**src/rtl/frog_lane_engine.sv**
```systemverilog
`timescale 1ns/1ps
`default_nettype none
// ============================================================================
// frog_lane_engine : Frogger game core (scrolling lanes, frog, lives, FSM)
// Revision: 1.0
// ============================================================================
module frog_lane_engine #(
   parameter int LANES     = 8,
   parameter int COLS      = 8,
   parameter int TICK_DIV  = 100000000,
   parameter int LIVES     = 3,
   parameter int HIT_TICKS = 2,
   parameter logic [LANES*COLS-1:0] LANE_INIT = 64'h003C_8166_00C3_1800,
   parameter logic [LANES-1:0]      LANE_DIR  = 8'b0101_0100,
   parameter logic [LANES-1:0]      LANE_SLOW = 8'b0010_0100,
   parameter logic [LANES-1:0]      SAFE_MASK = 8'b0000_1000
) (
   input  logic                       clk,
   input  logic                       reset,
   input  logic                       up_n,
   input  logic                       down_n,
   input  logic                       left_n,
   input  logic                       right_n,
   output logic [LANES*COLS-1:0]      lanes,
   output logic [$clog2(LANES)-1:0]   frog_row,
   output logic [COLS-1:0]            frog_col,
   output logic [$clog2(LIVES+1)-1:0] lives,
   output logic [1:0]                 state,
   output logic                       tick,
   output logic                       dead_p,
   output logic                       win_p
);
   localparam int ROW_W  = $clog2(LANES);
   localparam int LIFE_W = $clog2(LIVES+1);
   localparam int DIV_W  = $clog2(TICK_DIV);
   localparam int HIT_W  = (HIT_TICKS > 1) ? $clog2(HIT_TICKS) : 1;
   localparam logic [ROW_W-1:0]  START_ROW = ROW_W'(LANES-1);
   localparam logic [COLS-1:0]   START_COL = COLS'(1) << (COLS/2);
   localparam logic [LANES-1:0]  SAFE_ROWS = SAFE_MASK | {1'b1, {(LANES-2){1'b0}}, 1'b1};

   typedef enum logic [1:0] {
      ST_PLAY = 2'd0,
      ST_HIT  = 2'd1,
      ST_WIN  = 2'd2,
      ST_OVER = 2'd3
   } state_t;

   state_t                  r_state;
   logic [DIV_W-1:0]        r_div;
   logic                    r_slow;
   logic [3:0]              r_sync1, r_sync2, r_sync3;
   logic [LANES*COLS-1:0]   r_lanes;
   logic [ROW_W-1:0]        r_frog_row;
   logic [COLS-1:0]         r_frog_col;
   logic [LIFE_W-1:0]       r_lives;
   logic [HIT_W-1:0]        r_hit_cnt;
   logic                    r_dead_p, r_win_p;

   logic                    w_tick;
   logic [3:0]              w_press;
   logic                    w_any_press, w_hit;
   logic [LANES*COLS-1:0]   w_lanes_next;
   logic [COLS-1:0]         w_rows [LANES];

   assign w_tick      = (r_div == DIV_W'(TICK_DIV-1));
   // Bit order: [3]=up, [2]=down, [1]=left, [0]=right; press = 1->0 after sync
   assign w_press     = r_sync3 & ~r_sync2;
   assign w_any_press = |w_press;
   assign w_hit       = ~SAFE_ROWS[r_frog_row] & (|(w_rows[r_frog_row] & r_frog_col));

   for (genvar r = 0; r < LANES; r++) begin : g_lane
      logic [COLS-1:0] w_row;
      logic            w_shift;
      assign w_row   = r_lanes[r*COLS +: COLS];
      assign w_rows[r] = w_row;
      assign w_shift = w_tick & (~LANE_SLOW[r] | r_slow);
      assign w_lanes_next[r*COLS +: COLS] = !w_shift    ? w_row :
                                            LANE_DIR[r] ? {w_row[0], w_row[COLS-1:1]} :
                                                          {w_row[COLS-2:0], w_row[COLS-1]};
   end

   always_ff @(posedge clk or posedge reset) begin
      if (reset) begin
         r_div   <= '0;
         r_slow  <= 1'b0;
         r_sync1 <= '1;
         r_sync2 <= '1;
         r_sync3 <= '1;
         r_lanes <= LANE_INIT;
      end else begin
         r_div   <= w_tick ? '0 : r_div + DIV_W'(1);
         r_slow  <= r_slow ^ w_tick;
         r_sync1 <= {up_n, down_n, left_n, right_n};
         r_sync2 <= r_sync1;
         r_sync3 <= r_sync2;
         r_lanes <= w_lanes_next;
      end
   end

   always_ff @(posedge clk or posedge reset) begin
      if (reset) begin
         r_state    <= ST_PLAY;
         r_frog_row <= START_ROW;
         r_frog_col <= START_COL;
         r_lives    <= LIFE_W'(LIVES);
         r_hit_cnt  <= '0;
         r_dead_p   <= 1'b0;
         r_win_p    <= 1'b0;
      end else begin
         r_dead_p <= 1'b0;
         r_win_p  <= 1'b0;
         case (r_state)
            ST_PLAY: begin
               // Collision and win outrank any move arriving in the same cycle
               if (w_hit) begin
                  r_dead_p  <= 1'b1;
                  r_hit_cnt <= '0;
                  if (r_lives == LIFE_W'(1)) begin
                     r_state <= ST_OVER;
                     r_lives <= '0;
                  end else begin
                     r_state <= ST_HIT;
                     r_lives <= r_lives - LIFE_W'(1);
                  end
               end else if (r_frog_row == '0) begin
                  r_state <= ST_WIN;
                  r_win_p <= 1'b1;
               end else begin
                  if (w_press[3] && !w_press[2] && r_frog_row != '0)
                     r_frog_row <= r_frog_row - ROW_W'(1);
                  else if (w_press[2] && !w_press[3] && r_frog_row != START_ROW)
                     r_frog_row <= r_frog_row + ROW_W'(1);
                  if (w_press[1] && !w_press[0] && !r_frog_col[COLS-1])
                     r_frog_col <= r_frog_col << 1;
                  else if (w_press[0] && !w_press[1] && !r_frog_col[0])
                     r_frog_col <= r_frog_col >> 1;
               end
            end
            ST_HIT: begin
               if (w_tick) begin
                  if (r_hit_cnt == HIT_W'(HIT_TICKS-1)) begin
                     r_state    <= ST_PLAY;
                     r_frog_row <= START_ROW;
                     r_frog_col <= START_COL;
                  end else begin
                     r_hit_cnt <= r_hit_cnt + HIT_W'(1);
                  end
               end
            end
            ST_WIN: begin
               if (w_any_press) begin
                  r_state    <= ST_PLAY;
                  r_frog_row <= START_ROW;
                  r_frog_col <= START_COL;
               end
            end
            default: begin
               if (w_any_press) begin
                  r_state    <= ST_PLAY;
                  r_frog_row <= START_ROW;
                  r_frog_col <= START_COL;
                  r_lives    <= LIFE_W'(LIVES);
               end
            end
         endcase
      end
   end

   assign lanes    = r_lanes;
   assign frog_row = r_frog_row;
   assign frog_col = r_frog_col;
   assign lives    = r_lives;
   assign state    = r_state;
   assign tick     = w_tick;
   assign dead_p   = r_dead_p;
   assign win_p    = r_win_p;
endmodule
`default_nettype wire
```
**config.mk**
```make
export PLATFORM = sky130hd
export DESIGN_NAME = frog_lane_engine
export DESIGN_NICKNAME = d
export VERILOG_FILES = /design/src/rtl/frog_lane_engine.sv
export SDC_FILE = /design/constraint.sdc
export NUM_CORES = 1
export LEC_CHECK = 0
export CAP_MARGIN = 20
export CORE_MARGIN = 2
export CORE_UTILIZATION = 35
export CTS_CLUSTER_DIAMETER = 120
export DETAILED_ROUTE_END_ITERATION = 8
export GPL_ROUTABILITY_DRIVEN = 0
export MAX_ROUTING_LAYER = met4
export PLACE_DENSITY_LB_ADDON = 0.1
export SYNTH_ARGS = -nofsm -noshare
export SYNTH_HDL_FRONTEND = slang
export SYNTH_SLANG_ARGS = --single-unit
```
**constraint.sdc**
```tcl
create_clock -name clk -period 4.02 [get_ports clk]
set_clock_uncertainty 0.05 [all_clocks]
set_input_delay 0.402 -clock clk [delete_from_list [all_inputs] [get_ports clk]]
set_output_delay 0.402 -clock clk [all_outputs]
set_load 0.02 [all_outputs]
```
==> Word level (Yosys, flattened, before mapping) <==
Memory sizes are Yosys's and may differ from the RTL's.
Index checks and enable logic that the tools add are counted.
{ "word_totals": {"latchBits": 0, "out_inout_bits": 82, "inputBits": 6, "romBits": 8, "wordCells": 113, "memories": 1, "register_bits": 122, "mem_bits_rw": 0} }
{ "memory_table": {"columns": ["name", "depth", "word_bits", "rd", "rd_clocked_by_memory_dff", "wr", "line_no", "rtl"], "rows": [
  ["(no name shown)", 8, 1, 1, 0, 0, "69", "assign w_hit = ~SAFE_ROWS[r_frog_row] & (|(w_rows[r_frog_row] & r_frog_col));"]
]} }
{ "op_classes": {"shifts": 0, "n_mux": 41, "multipliers": 0, "n_eq_ne": 13, "n_bitwise": 9, "n_lt_le_gt_ge": 2, "n_addsub": 5, "div_mod_pow": 0, "reduce_logical": 28} }
{ "ops": {"columns": ["cell", "count"], "rows": [
  ["$mux W8", 9],
  ["$add A27 B1 Y27 const B", 1],
  ["$eq A27 B27 Y1 const B", 1],
  ["$mux W27", 1],
  ["$bmux W8 S3", 1],
  ["$mux W3", 7],
  ["$mux W2", 9],
  ["$pmux W8 S2", 1],
  ["$ne A3 B3 Y1 const B", 4],
  ["$reduce_and A6 Y1", 2],
  ["$ne A2 B2 Y1 const B", 5],
  ["$mux W1", 9],
  ["$and A8 B8 Y8", 1],
  ["$logic_and A1 B1 Y1", 8],
  ["$pmux W2 S2", 2],
  ["$reduce_or A8 Y1", 1],
  ["$logic_not A1 Y1", 6],
  ["$pmux W3 S2", 1],
  ["$reduce_and A3 Y1", 2],
  ["$reduce_bool A3 Y1", 2],
  ["$and A4 B4 Y4", 1],
  ["$eq A2 B1 Y1 const B", 2],
  ["$ge A4 B4 Y1 const B", 1],
  ["$lt A3 B4 Y1 const B", 1],
  ["other kinds (17)", 20]
]} }

==> Longest topological paths before layout <==
{ "depth": {"ltp_word": 10, "depth_mapped": 10, "ltp_nobuf": 8} }

==> Worst setup path before layout <==
OpenSTA, ideal clock, no wires.
{ "synth_path": {"kind": "reg2reg", "start": "reg r_div[12]", "end": "reg r_lanes[18], in the netlist lanes[18]", "setup_ps": 125, "stages_incl_launch_ff": 9, "required_time_ps": 3845, "t_arrival_ps": 2793, "period_less_slack_ps": 2968, "path_slack_ps": 1052, "path_buffers": 2, "cell_sequence": "dfrtp_1 -> nand4bb_1 -> or4_1 -> nand4b_1 -> nor2_1 -> ha_1 -> clkbuf_1 -> clkbuf_1 -> mux2_2"} }
{ "synth_via": {"elab_chain_len": 2} }
{ "synth_lines": {"columns": ["element", "line_no", "rtl"], "rows": [
  ["start: declaration", "49", "logic [DIV_W-1:0] r_div;"],
  ["start signal: assignment", "91", "r_div <= w_tick ? '0 : r_div + DIV_W'(1);"],
  ["$eq A27 B27 Y1", "65", "assign w_tick = (r_div == DIV_W'(TICK_DIV-1));"],
  ["named net tick", "29", "output logic tick,"],
  ["$and A1 B1 Y1", "76", "assign w_shift = w_tick & (~LANE_SLOW[r] | r_slow);"],
  ["named net g_lane[2].w_shift", "73", "logic w_shift;"],
  ["end signal: assignment", "96", "r_lanes <= w_lanes_next;"],
  ["end: declaration", "52", "logic [LANES*COLS-1:0] r_lanes;"]
]} }
The timed path passes the listed nets, and every way through them passes these cells.
A chain may end at the register's enable or synchronous reset.

==> Worst setup path after layout <==
{ "layout_path": {"start": "reg r_frog_row[1], in the netlist frog_row[1]", "end": "reg r_frog_row[1], in the netlist frog_row[1]"} }
{ "layout_via": {"elab_chain_len": 9, "elab_cells_between_ends": 26, "classes_between": "add/sub (2); eq/ne (4); mux (9); bitwise (4); reduce/logical (6); memory (1)"} }
{ "layout_lines": {"columns": ["element", "line_no", "rtl"], "rows": [
  ["start: declaration", "53", "logic [ROW_W-1:0] r_frog_row;"],
  ["start signal: assignment", "130", "r_frog_row <= r_frog_row - ROW_W'(1);"],
  ["start signal: assignment", "132", "r_frog_row <= r_frog_row + ROW_W'(1);"],
  ["$not A3 Y4 (implied by the code)", "69", null],
  ["$bmux W8 S3", "69", null],
  ["$mux W8 (implied by the code) (2 in a row)", "69", null],
  ["$and A8 B8 Y8", "69", null],
  ["$reduce_or A8 Y1", "69", null],
  ["$and A1 B1 Y1", "69", null],
  ["$ne A2 B2 Y1 (no source line)", null, null],
  ["$reduce_and A6 Y1 (no source line)", null, null]
]} }
Parallel ways exist; a longest one is shown, timed or not. The select of a mux whose other input is x is not followed.

==> run summary <==
================================================================================
Run status                                                          complete, no violations
Total of flip-flops plus latches after synthesis                             122
Number of antenna violations at the first check in global routing              0
Post-layout nets                                                             527
CP Buf/Inv Count                                                               0
Max Freq                                                                 287 MHz
FILL cells                                                                  1445
Worst hold slack                                                        0.305 ns
RSZ-0062 raised after global routing                                       false
Synth area leader                                                   sky130_fd_sc_hd__dfrtp_1
Biggest fanout along the worst timing path                                    19
Skew-Pair Late Insertion Delay                                           0.42 ns
Met2 WL                                                                  6.21 mm
Synth top area cells                                                sky130_fd_sc_hd__dfrtp_1 39%, sky130_fd_sc_hd__dfstp_2 16%, sky130_fd_sc_hd__mux2_2 13%, sky130_fd_sc_hd__mux4_2 4.0%, sky130_fd_sc_hd__mux4_1 2.8%
Kind of capture point of the worst setup path                               flop
Synth cell types                                                              53
CTS tree                                                                    done
Cell class contributing the biggest share of worst-path delay       simple AND/OR/NAND/NOR gates
Count of input and output buffers                                             87
Post-Layout Inst Area                                                   7350 um2
Deepest clock path buffer count                                                2
Normalized max-slew margin                                                 46.6%
Vias                                                                        3796
Synthesis warning total                                                        0
Final instance count without filler cells                                    742
Most instantiated flip-flop cell in the synthesis netlist           sky130_fd_sc_hd__dfrtp_1
Number of slew-limit violations in the final report                            0
Clock transition at the registers of the reported paths                  0.05 ns
Detail Route Antenna Nets                                                      0
Worst path setup slack after routing                                    0.541 ns
DR top layer                                                                met4
Met3 wire length                                                          567 um
P&R area growth vs syn                                                     30.9%
Synthesized Nets                                                             432
Gate count after technology mapping                                          418
Setup Crit Path Kind                                                flop to flop
Core region area                                                       15800 um2
Area fraction in and, or, nand and nor cells after synthesis               9.47%
Type of element launching the critical path                                 flop
DPL Wire Length                                                          9.41 mm
Clock sink count                                                             122
Vias per std cell                                                           5.12
Antenna diode count                                                            0
VDD IR max                                                                382 uV
Share of the yosys chip area belonging to registers                        55.1%
Required time of the critical path                                       4.30 ns
Max-cap violations                                                             0
Starting density of the core                                               35.6%
Number of buffers added to fix hold violations after cts                       0
Post-synthesis xor/xnor area fraction                                      3.28%
Number of buffers created by CTS                                              17
Combinational family with the most area after synthesis             multiplexers
Pre-CTS setup slack                                                     0.552 ns
Initial DRC count                                                            172
Post-Synth Adder-Cell Area                                                 1.92%
Final number of hold-violating endpoints                                       0
Detailed-route wire length                                               13.5 mm
Post_cts resized                                                               0
Number of flops mapped to enable cells by yosys                                0
H-tree level count                                                             4
Tmin final                                                               3.48 ns
Placed Area                                                             6720 um2
Wire length of the first global-routing pass                             21.8 mm
Mean cell area of the mapped netlist                                    13.4 um2
Post-CTS setup-driven buffer insertion count                                   0
Share of the clock period used by the worst path                           86.5%
Top-area cell type share of the netlist area                               39.2%
Compound-Gate Fraction of Synth Area                                       6.51%
Final Setup Violations                                                         0
Critical-path cell list                                             mux4_1, mux2_2, a22o_1, nor4_4, nor2_2, or3_1, a31oi_1
Biggest cell delay along the critical path                               0.88 ns
Mux cell area share after synthesis                                        21.1%
Power Total                                                              3.63 mW
Via count of the first global-routing pass                                  3836
Layout cell share with drive strength beyond 1                             28.7%
Average wire per standard cell                                           18.2 um
Root buffer cell                                                    sky130_fd_sc_hd__clkbuf_16
Storage cell area                                                       3100 um2
Async SR Flop Fraction                                                      100%
Largest net degree at the start of global routing                             70
Count of placed standard cells including taps                                710
Die area                                                               17100 um2
Chip height                                                               131 um
Floorplan die width                                                       131 um
Netlist area before placement                                           5610 um2
Util after Layout                                                          46.6%
CP arrival                                                               3.76 ns
Setup total negative slack                                                  0 ns
Standard-cell row count                                                       46
Length of the first detailed-routing pass in iterations                        4
Worst-path cell with the longest stage delay                        sky130_fd_sc_hd__dfstp_2
Slew at the pin closest to its max-slew limit                           0.801 ns
Multi-input gate area in the final layout                               2380 um2
Leakage power                                                            3.19 nW
Cell Pwr Density                                                      495 nW/um2
Met1 Routed Length                                                       6.59 mm
Remaining design rule violation count                                          0
Total routing usage reported by global routing                             17.5%
Worst Hold Class                                                    flop to flop
Remaining Overflow, GRT                                                        0
Boundary pin count                                                            88
================================================================================
## area by class of cell
type	count	share of cell area, %
Clock buffer	21	6.27
Clock inverter	11	2.28
Inverter	13	0.698
Multi-Input combinational cell	267	32.4
Sequential cell	122	42.1
Tap cell	216	3.68
Timing Repair Buffer	92	12.5
## worst register-to-register path: cells and delay by family (launching register included)
family           cells  cell delay (ns)
AO/OA/AOI/OAI        2             0.39
AND/OR/NAND/NOR      3             1.11
multiplexers         2             0.96
flip-flops           1             0.88
## cells by family after synthesis
kind of cell	count (synthesis)
DFF	122
and+or+nand+nor	97
muxes	88
AOI/OAI and AO/OA	53
buffers and inverters	29
xor gates and xnor gates	21
adders and majority gates	8
## routing by layer
layer  track usage, %  up-vias
li1                 -     1745
met1             24.2     1966
met2             25.3       75
met3             5.21       10
met4             4.57        0
met5                -        -
## final timing paths
kind | startpoint | endpoint | slack (ns) | depth (start not counted)
worst max-delay path | frog_row[1] | frog_row[1] | 0.54 | 7
worst min-delay path | r_sync1[0] | r_sync2[0] | 0.30 | 0
worst max register to register | frog_row[1] | frog_row[1] | 0.54 | 7
worst min register to register | r_sync1[0] | r_sync2[0] | 0.30 | 0
max in group asynchronous | reset | lanes[17] | 2.69 | 3
min in group asynchronous | reset | dead_p | 0.41 | 2
## placed cells by master, fill, tap and decap left out, types with 3 or more instances in the layout
cell,count
sky130_fd_sc_hd__o2bb2ai_1,5
sky130_fd_sc_hd__inv_1,12
sky130_fd_sc_hd__nand3_1,15
sky130_fd_sc_hd__nand2_1,15
sky130_fd_sc_hd__buf_4,4
sky130_fd_sc_hd__nand4_1,5
sky130_fd_sc_hd__mux2i_1,6
sky130_fd_sc_hd__dfstp_2,34
sky130_fd_sc_hd__clkbuf_16,17
sky130_fd_sc_hd__xor2_1,12
sky130_fd_sc_hd__xnor2_1,9
sky130_fd_sc_hd__nor2b_1,6
sky130_fd_sc_hd__o21ai_0,11
sky130_fd_sc_hd__mux4_2,10
sky130_fd_sc_hd__mux2_2,66
sky130_fd_sc_hd__clkinv_2,3
sky130_fd_sc_hd__ha_1,7
sky130_fd_sc_hd__and3_1,7
sky130_fd_sc_hd__nor2_1,23
sky130_fd_sc_hd__nand2b_1,4
sky130_fd_sc_hd__clkdlybuf4s50_1,87
sky130_fd_sc_hd__mux4_1,6
sky130_fd_sc_hd__dfrtp_1,88
sky130_fd_sc_hd__bufinv_16,4
sky130_fd_sc_hd__nor3_1,4
sky130_fd_sc_hd__a21oi_1,9
sky130_fd_sc_hd__a22oi_1,5
sky130_fd_sc_hd__o31ai_1,4
## power by group
group	internal (mW)	total, mW	switching, mW
logic	0.256	0.593	0.337
clock network	1.07	1.63	0.556
registers	1.30	1.41	0.110
total	2.63	3.63	1.00
## synth_stat cells, drive strengths merged, types with 2 or more instances
library cell	instances
nand2b	4
a22oi	5
nand2	15
dfrtp	88
a21oi	9
mux2i	6
inv	13
mux2	66
a32o	2
nand4	5
a31o	2
nand3	15
nor3	5
o31ai	4
o211ai	2
nor4b	2
o21ai	12
buf	7
nor4bb	2
a31oi	2
or4	3
and4	2
dfstp	34
mux4	16
a22o	2
ha	7
a21o	2
xnor2	9
nor2	24
a221oi	2
or3	2
and3	7
xor2	12
clkbuf	9
nor2b	6
o2bb2ai	5
nor4	2
## registers in the layout (all words and copies together), names as in the netlist
| register | cells |
|---|---|
| r_sync3 | 4 |
| r_slow | 1 |
| frog_col | 8 |
| state | 2 |
| r_sync1 | 4 |
| r_hit_cnt | 1 |
| lanes | 64 |
| lives | 2 |
| r_div | 27 |
| r_sync2 | 4 |
| win_p | 1 |
| dead_p | 1 |
| frog_row | 3 |
Power figures use the tool's default switching activity.
